--- config.mk ---
export PLATFORM = sky130hd
export DESIGN_NAME = audio_dac_player
export DESIGN_NICKNAME = d
export VERILOG_FILES = /design/src/rtl/audio_dac_player.sv
export SDC_FILE = /design/constraint.sdc
export NUM_CORES = 1
export LEC_CHECK = 0
export ABC_AREA = 1
export BUFFER_PORTS_ARGS = -buffer_cell sky130_fd_sc_hd__buf_2
export CAP_MARGIN = 20
export CELL_PAD_IN_SITES_DETAIL_PLACEMENT = 1
export CELL_PAD_IN_SITES_GLOBAL_PLACEMENT = 2
export CORE_AREA = 2 2 112 114
export DETAILED_ROUTE_END_ITERATION = 10
export DIE_AREA = 0 0 114 116
export MAX_ROUTING_LAYER = met4
export PLACE_DENSITY = 0.73
export REMOVE_ABC_BUFFERS = 1
export SLEW_MARGIN = 15
export SYNTH_ARGS = -nofsm -noshare
export SYNTH_HDL_FRONTEND = slang
export SYNTH_SLANG_ARGS = --single-unit
--- constraint.sdc ---
create_clock -name i_clk -period 3.1 [get_ports i_clk]
set_input_delay 0.31 -clock i_clk [delete_from_list [all_inputs] [get_ports i_clk]]
set_output_delay 0.31 -clock i_clk [all_outputs]
set_load 0.05 [all_outputs]
--- src/rtl/audio_dac_player.sv ---
// audio_dac_player: one-sample-buffered I2S DAC serializer, slaved to the codec's BCLK/DACLRCK.
// The codec clocks are synchronized into i_clk. Each channel's 16 bits go out MSB first,
// starting on the second BCLK fall after the LRCK edge.
// Optional feature macro: AUDIO_DAC_MUTE_ON_UNDERRUN_EN. When defined, an underrun frame is silence.
// When undefined, an underrun frame repeats the previous frame.
module audio_dac_player #(
    parameter int SYNC_STAGES = 2
) (
    input  logic        i_clk,
    input  logic        i_rst,
    input  logic        i_en,
    input  logic        i_audio_valid,
    input  logic [31:0] i_audio_data,
    output logic        o_audio_ready,
    input  logic        i_bclk,
    input  logic        i_daclrck,
    output logic        o_dacdat,
    output logic        o_underrun
);

    typedef enum logic [1:0] {
        S_IDLE       = 2'd0,
        S_WAIT_FRAME = 2'd1,
        S_LEFT       = 2'd2,
        S_RIGHT      = 2'd3
    } state_t;

    state_t r_state;
    state_t w_state_next;

    logic [SYNC_STAGES-1:0] r_bclk_sync;
    logic [SYNC_STAGES-1:0] r_lrck_sync;
    logic                   r_bclk_hist;
    logic                   r_lrck_hist;

    logic [31:0] r_hold_data;
    logic        r_hold_valid;
    logic        r_ready;
    logic [31:0] r_frame;
    logic [15:0] r_shift;
    logic [4:0]  r_bit_cnt;
    logic        r_dacdat;
    logic        r_underrun;

    logic        w_bclk_fall;
    logic        w_lrck_fall;
    logic        w_lrck_rise;
    logic        w_accept;
    logic        w_load;
    logic        w_start_right;
    logic        w_hold_next;
    logic [31:0] w_frame_next;

    // Bring the asynchronous codec clocks into i_clk; the extra history flop gives edge detection
    always_ff @(posedge i_clk or posedge i_rst) begin
        if (i_rst) begin
            r_bclk_sync <= '0;
            r_lrck_sync <= '0;
            r_bclk_hist <= 1'b0;
            r_lrck_hist <= 1'b0;
        end else begin
            r_bclk_sync <= {r_bclk_sync[SYNC_STAGES-2:0], i_bclk};
            r_lrck_sync <= {r_lrck_sync[SYNC_STAGES-2:0], i_daclrck};
            r_bclk_hist <= r_bclk_sync[SYNC_STAGES-1];
            r_lrck_hist <= r_lrck_sync[SYNC_STAGES-1];
        end
    end

    assign w_bclk_fall = r_bclk_hist & ~r_bclk_sync[SYNC_STAGES-1];
    assign w_lrck_fall = r_lrck_hist & ~r_lrck_sync[SYNC_STAGES-1];
    assign w_lrck_rise = ~r_lrck_hist & r_lrck_sync[SYNC_STAGES-1];

    assign w_accept = i_audio_valid & r_ready;

`ifdef AUDIO_DAC_MUTE_ON_UNDERRUN_EN
    assign w_frame_next = r_hold_valid ? r_hold_data : 32'h0000_0000;
`else
    assign w_frame_next = r_hold_valid ? r_hold_data : r_frame;
`endif

    // Buffer occupancy: disable flushes the buffer, accept fills it, a frame load drains it
    always_comb begin
        w_hold_next = r_hold_valid;
        if (!i_en) begin
            w_hold_next = 1'b0;
        end else if (w_accept) begin
            w_hold_next = 1'b1;
        end else if (w_load) begin
            w_hold_next = 1'b0;
        end
    end

    // State register
    always_ff @(posedge i_clk or posedge i_rst) begin
        if (i_rst) begin
            r_state <= S_IDLE;
        end else begin
            r_state <= w_state_next;
        end
    end

    // Next state and the frame-load / channel-switch strobes; disable overrides everything
    always_comb begin
        w_state_next  = r_state;
        w_load        = 1'b0;
        w_start_right = 1'b0;
        case (r_state)
            S_IDLE: begin
                w_state_next = S_WAIT_FRAME;
            end
            S_WAIT_FRAME: begin
                if (w_lrck_fall) begin
                    w_state_next = S_LEFT;
                    w_load       = 1'b1;
                end
            end
            S_LEFT: begin
                if (w_lrck_rise) begin
                    w_state_next  = S_RIGHT;
                    w_start_right = 1'b1;
                end
            end
            S_RIGHT: begin
                if (w_lrck_fall) begin
                    w_state_next = S_LEFT;
                    w_load       = 1'b1;
                end
            end
            default: w_state_next = S_IDLE;
        endcase
        if (!i_en) begin
            w_state_next  = S_IDLE;
            w_load        = 1'b0;
            w_start_right = 1'b0;
        end
    end

    // Holding register and registered ready flag
    always_ff @(posedge i_clk or posedge i_rst) begin
        if (i_rst) begin
            r_hold_data  <= '0;
            r_hold_valid <= 1'b0;
            r_ready      <= 1'b0;
        end else begin
            if (w_accept) begin
                r_hold_data <= i_audio_data;
            end
            r_hold_valid <= w_hold_next;
            r_ready      <= i_en & ~w_hold_next;
        end
    end

    // Frame load, channel start and per-BCLK-fall bit shifting; LRCK edges restart the counter (truncation)
    always_ff @(posedge i_clk or posedge i_rst) begin
        if (i_rst) begin
            r_frame    <= '0;
            r_shift    <= '0;
            r_bit_cnt  <= '0;
            r_dacdat   <= 1'b0;
            r_underrun <= 1'b0;
        end else begin
            r_underrun <= 1'b0;
            if (!i_en) begin
                r_dacdat  <= 1'b0;
                r_bit_cnt <= '0;
            end else if (w_load) begin
                r_frame    <= w_frame_next;
                r_shift    <= w_frame_next[31:16];
                r_bit_cnt  <= '0;
                r_underrun <= ~r_hold_valid;
            end else if (w_start_right) begin
                r_shift   <= r_frame[15:0];
                r_bit_cnt <= '0;
            end else if (w_bclk_fall && (r_state == S_LEFT || r_state == S_RIGHT)) begin
                if (r_bit_cnt < 5'd16) begin
                    r_dacdat  <= r_shift[15];
                    r_shift   <= {r_shift[14:0], 1'b0};
                    r_bit_cnt <= r_bit_cnt + 5'd1;
                end else begin
                    r_dacdat <= 1'b0;
                end
            end
        end
    end

    assign o_audio_ready = r_ready;
    assign o_dacdat      = r_dacdat;
    assign o_underrun    = r_underrun;

endmodule

---- After elaboration in Yosys (flattened, before gate mapping) ----
Index checks and enable logic that the tools add are counted.
word-level totals
  register bits ........................... 97
operators by class
  equality and inequality tests ........... 10
  add/sub/neg operators ................... 1
  reduce and logical (&&, ||, !) cells .... 12
  multiplexer cells ....................... 30
  order comparisons ....................... 1
  bitwise logic cells ..................... 10
operator list
  operator             number
  $mux 16              4
  $mux 32              1
  $mux 5               5
  $mux 1               16
  $reduce_and 3->1     3
  $ne 4x1->1 const B   2
  $mux 2               3
  $pmux 2 s3           1
  $reduce_and 2->1     3
  $reduce_bool 3->1    2
  $add 5x1->5 const B  1
  $and 1x1->1          5
  $lt 5x5->1 const B   1
  $not 1->1            5
  $eq 2x2->1 const B   2
  $ne 2x2->1 const B   2
  $ne 3x2->1 const B   1
  $ne 3x3->1 const B   1
  $eq 2x1->1 const B   1
  $logic_not 2->1      1
  $ne 2x1->1 const B   1
  $reduce_or 2->1      1
  $logic_and 1x1->1    1
  $logic_or 1x1->1     1

---- Longest topological paths before layout ----
  depth in word-level cells ............... 10
  gate-level depth with buffers ........... 9

---- Worst setup path after synthesis ----
OpenSTA, ideal clock, no wires.
  path kind ............................... register to register
  start point ............................. register r_ready, in the netlist o_audio_ready
  end point ............................... register r_hold_data[10]
  buffers on the path ..................... 2
  period minus slack after synthesis ...... 1.615 ns
  arrival ................................. 1.550 ns
  path slack .............................. 1.485 ns
  cell stages (with the launch flop) ...... 7
  cell sequence ........................... dfrtp_1 > nand2_1 > inv_1 > buf_2 > buf_1 > nand2_1 > nand2_1
between the ends
  word-level cells in the longest chain between the ends .. 1
RTL lines
  element                   line  text
  start: declaration        38    logic r_ready;
  start signal: assignment  149   r_ready <= i_en & ~w_hold_next;
  $and 1x1->1               73    assign w_accept = i_audio_valid & r_ready;
  end signal: assignment    146   r_hold_data <= i_audio_data;
  end: declaration          36    logic [31:0] r_hold_data;
No other way between the ends.
A chain may end at the register's enable or synchronous reset.

---- Final worst setup path ----
  start point ............................. register r_lrck_sync[1]
  end point ............................... register r_hold_valid
between the ends
  word-level cells in the longest chain between the ends .. 8
RTL lines
  element                   line      text
  start: declaration        32        logic [SYNC_STAGES-1:0] r_lrck_sync;
  start signal: assignment  63        r_lrck_sync <= {r_lrck_sync[SYNC_STAGES-2:0], i_daclrck};
  $not 1->1                 70        assign w_lrck_fall = r_lrck_hist & ~r_lrck_sync[SYNC_STAGES-1];
  $and 1x1->1               70
  $mux 1                    112, 124
  $mux 1                    n/a
  $mux 1                    131       if (!i_en) begin
  $mux 1                    88        end else if (w_load) begin
  $mux 1                    86        end else if (w_accept) begin
  $mux 1                    84        if (!i_en) begin
  named net w_hold_next     51        logic w_hold_next;
  end signal: assignment    148       r_hold_valid <= w_hold_next;
  end: declaration          37        logic r_hold_valid;
The timed path passes the listed nets, and every way through them passes these cells.

==> metrics.md <==
| Metric | Value |
|---|---|
| Ports | 41 |
| Crit path capture | r_hold_valid |
| Initial antenna violation count | 0 |
| Post-cts sizing count | 0 |
| Internal power | 2.306 mW |
| RSZ-0062 raised after global routing | false |
| Max Cap Viol | 0 |
| CP Class | register to register |
| Clock Skew | 0.006546 ns |
| Synthesized flop and latch total | 97 |
| Sw Share | 0.2662 |
| Routability congestion estimate | 0.7426 |
| Critical Path Start | r_lrck_sync[1] |
| Synth Instances | 488 |
| Final Slew Violations | 0 |
| Leak pwr | 2.498 nW |
| DRT Pass-1 Iters | 4 |
| Post-CTS Setup Bufs | 0 |
| Psw | 0.8364 mW |
| DP Worst Slack | 0.9412 ns |
| Setup ws final | 0.9898 ns |
| FF-to-FF path depth | 5 |
| Worst r2r src | r_lrck_sync[1] |
| Worst EP required | 3.35 ns |
| Fin nets | 562 |
| Global-route wire length before repair | 16770 um |
| Tcrit/Tclk final | 0.6807 |
| Synth unique cells | 25 |
| GRT Util Overall | 0.1717 |
| DP Wirelength | 6161 um |
| Setup TNS | 0 ns |
| Hold_buf cts | 0 |
| DIE AREA | 13220 um2 |
| Highest fanout seen on the critical path | 33 |
| CP top delay family | buffers and inverters |
| Share of layout cells above drive strength 1 | 0.1309 |
| N_diodes | 0 |
| Outcome | complete, no violations |
| Critical Path AT | 2.36 ns |
| Yosys warning count | 0 |
| Finished Layout Cells | 674 |
| Die width | 114 um |
| CTS Root Buffer Type | clkbuf_16 |
| Min-delay worst type | primary input to register |
| Via density | 4.708 |
| First DRT Iteration DRCs | 136 |
| Actual slew at the worst max-slew pin | 0.9894 ns |
| Worst setup EP type | register |
| Total number of vias | 3173 |
| Logic pwr share | 0.131 |
| Worst IR Drop VDD | 0.0003409 V |
| Flop-to-flop setup slack | 0.99 ns |
| TritonCTS clock tree | done |
| Worst slew margin | 0.3396 |
| Drt wl/cell | 14.53 um |
| DIE HEIGHT | 116 um |
| Pin count of the biggest net entering global routing | 60 |
| Sequential area share after synthesis | 0.5938 |
| GRT overflow | 0 |
| Reg2Reg Capture Point | r_hold_valid |
| Mean Syn Cell Area | 8.376 um2 |
| DRC | 0 |
| CTS buffer count | 9 |
| IO Port Bufs | 40 |
| Final setup fails | 0 |
| Post-synthesis cell area | 4088 um2 |
| Flop pwr share | 0.507 |
| FMAX | 473.9 MHz |
| Final Hold Vio Count | 0 |
| Placed insts | 659 |
| Clock power share | 0.362 |
| Starting Density | 0.3432 |
| Clock slew at reported path FFs | 0.07 ns |
| ANT nets after route | 0 |
| Core area | 11910 um2 |
| Clk sinks | 97 |
| Pwr Density | 666.0 nW/um2 |
| Max incr delay on CP | 0.84 ns |
| Routed wire length | 9792 um |
| Worst Setup Start Kind | register |
| Post-route minimum period | 2.110 ns |
| Clk buf depth | 2 |
| Slowest cell on the critical path | inv_1 |
| Total power draw | 3.142 mW |
| Crit-path cells | inv_1 > nand4_1 > inv_1 > o21ai_0 > and2_1 |
| Crit path top cell by count | inv_1 |
| Worst Path Buf+Inv | 2 |
| H-tree Lvls | 3 |
| Area growth from synthesis to layout | 15.43% |
| Total stage count of the critical path | 5 |
| Clock latency at the later pin of the worst-skew pair | 0.35 ns |
| Vias in the first global route | 3373 |
| Core Rows | 40 |
## cell usage in the layout, fill, tap and decap left out, drive strengths merged
cell type	Yosys	final
dfrtp	97	97
clkbuf	8	12
nor2	8	8
nand3	35	35
nand2	225	225
o211ai	1	1
clkinv	1	3
buf	14	46
xor2	1	1
bufinv	0	1
nand4	2	2
inv	38	38
ha	1	1
nor3	1	1
and2	1	1
o21ai	50	50
a21oi	5	5
## stage by stage
step,area (um2),utilization,hold WS [ns]
6_report,4718,0.3961,0.05833
3_5_place_dp,4422,0.3712,0.3508
5_1_grt,4718,0.3961,0.04142
4_1_cts,4718,0.3961,0.04343
2_1_floorplan,3978,-,0.3312
3_3_place_gp,4422,0.3712,0.3465
## registers in the layout, summed over array words and instances, names as in the netlist
name           cells
r_frame           32
r_hold_data       32
r_shift           16
r_bit_cnt          5
r_bclk_sync        2
r_lrck_sync        2
r_state            2
o_audio_ready      1
o_dacdat           1
o_underrun         1
r_bclk_hist        1
r_hold_valid       1
r_lrck_hist        1
## metal layers
| metal | global-route usage | up-vias | part of all wire |
|---|---|---|---|
| met1 | 0.2168 | 1532 | 0.48 |
| met2 | 0.2687 | 42 | 0.46 |
| met5 | - | - | 0 |
| li1 | - | 1585 | - |
| met3 | 0.04603 | 14 | 0.034 |
| met4 | 0.05854 | 0 | 0.018 |
## cells by family after synthesis
| logic type | Yosys count | synth area share |
|---|---|---|
| AOI/OAI and AO/OA | 56 | 0.06918 |
| xor gates and xnor gates | 1 | 0.002143 |
| adders and majority gates | 1 | 0.003060 |
| buffers and inverters | 61 | 0.06306 |
| DFF | 97 | 0.5938 |
| and+or+nand+nor | 272 | 0.2687 |
## power by group through the flow
stage               Sequential, mW  Clock [mW]  Combinational [mW]
finish                        1.59        1.14               0.412
global route                  1.62        1.24               0.492
CTS                           1.59        1.18               0.425
detailed placement            1.62           0               0.421
global placement              1.61           0               0.402
floorplan                     1.59           0               0.290
## layout make-up
type,count,area (um2)
Clock buffer,12,256.5
Clock inverter,3,40.04
Fill cell,1474,7193
Inverter,39,150.1
Multi-Input combinational cell,330,1403
Sequential cell,97,2427
Tap cell,147,183.9
Timing Repair Buffer,46,257.7
## Yosys cell counts
| cell type | instances | area, um2 |
|---|---|---|
| nand2_1 | 223 | 837.1 |
| clkinv_2 | 1 | 5.000 |
| ha_1 | 1 | 12.51 |
| nor2_2 | 1 | 6.260 |
| clkbuf_1 | 8 | 30.03 |
| inv_2 | 2 | 7.510 |
| buf_6 | 2 | 22.52 |
| nor2_1 | 6 | 22.52 |
| xor2_1 | 1 | 8.760 |
| inv_1 | 36 | 135.1 |
| buf_1 | 2 | 7.510 |
| a21oi_1 | 5 | 25.02 |
| nand4_1 | 2 | 12.51 |
| nand2_2 | 1 | 6.260 |
| nand3_2 | 1 | 10.01 |
| nand3_1 | 34 | 170.2 |
| and2_1 | 1 | 6.260 |
| nor2_4 | 1 | 11.26 |
| o21ai_0 | 41 | 205.2 |
| o211ai_1 | 1 | 7.510 |
| buf_2 | 10 | 50.05 |
| nand2_4 | 1 | 11.26 |
| dfrtp_1 | 97 | 2427 |
| nor3_1 | 1 | 5.000 |
| o21ai_1 | 9 | 45.04 |
## how the worst min path moves through the flow
stage | from | to | slack, ns | depth (start not counted)
after floorplan | r_bclk_sync[0] | r_bclk_sync[1] | 0.33 | 0
after global placement | r_bclk_sync[0] | r_bclk_sync[1] | 0.35 | 0
after detailed placement | r_bclk_sync[0] | r_bclk_sync[1] | 0.35 | 0
after CTS | i_daclrck | r_lrck_sync[0] | 0.04 | 1
after global routing | i_daclrck | r_lrck_sync[0] | 0.04 | 1
final | i_daclrck | r_lrck_sync[0] | 0.06 | 1
(Power assumes the default switching activity.)
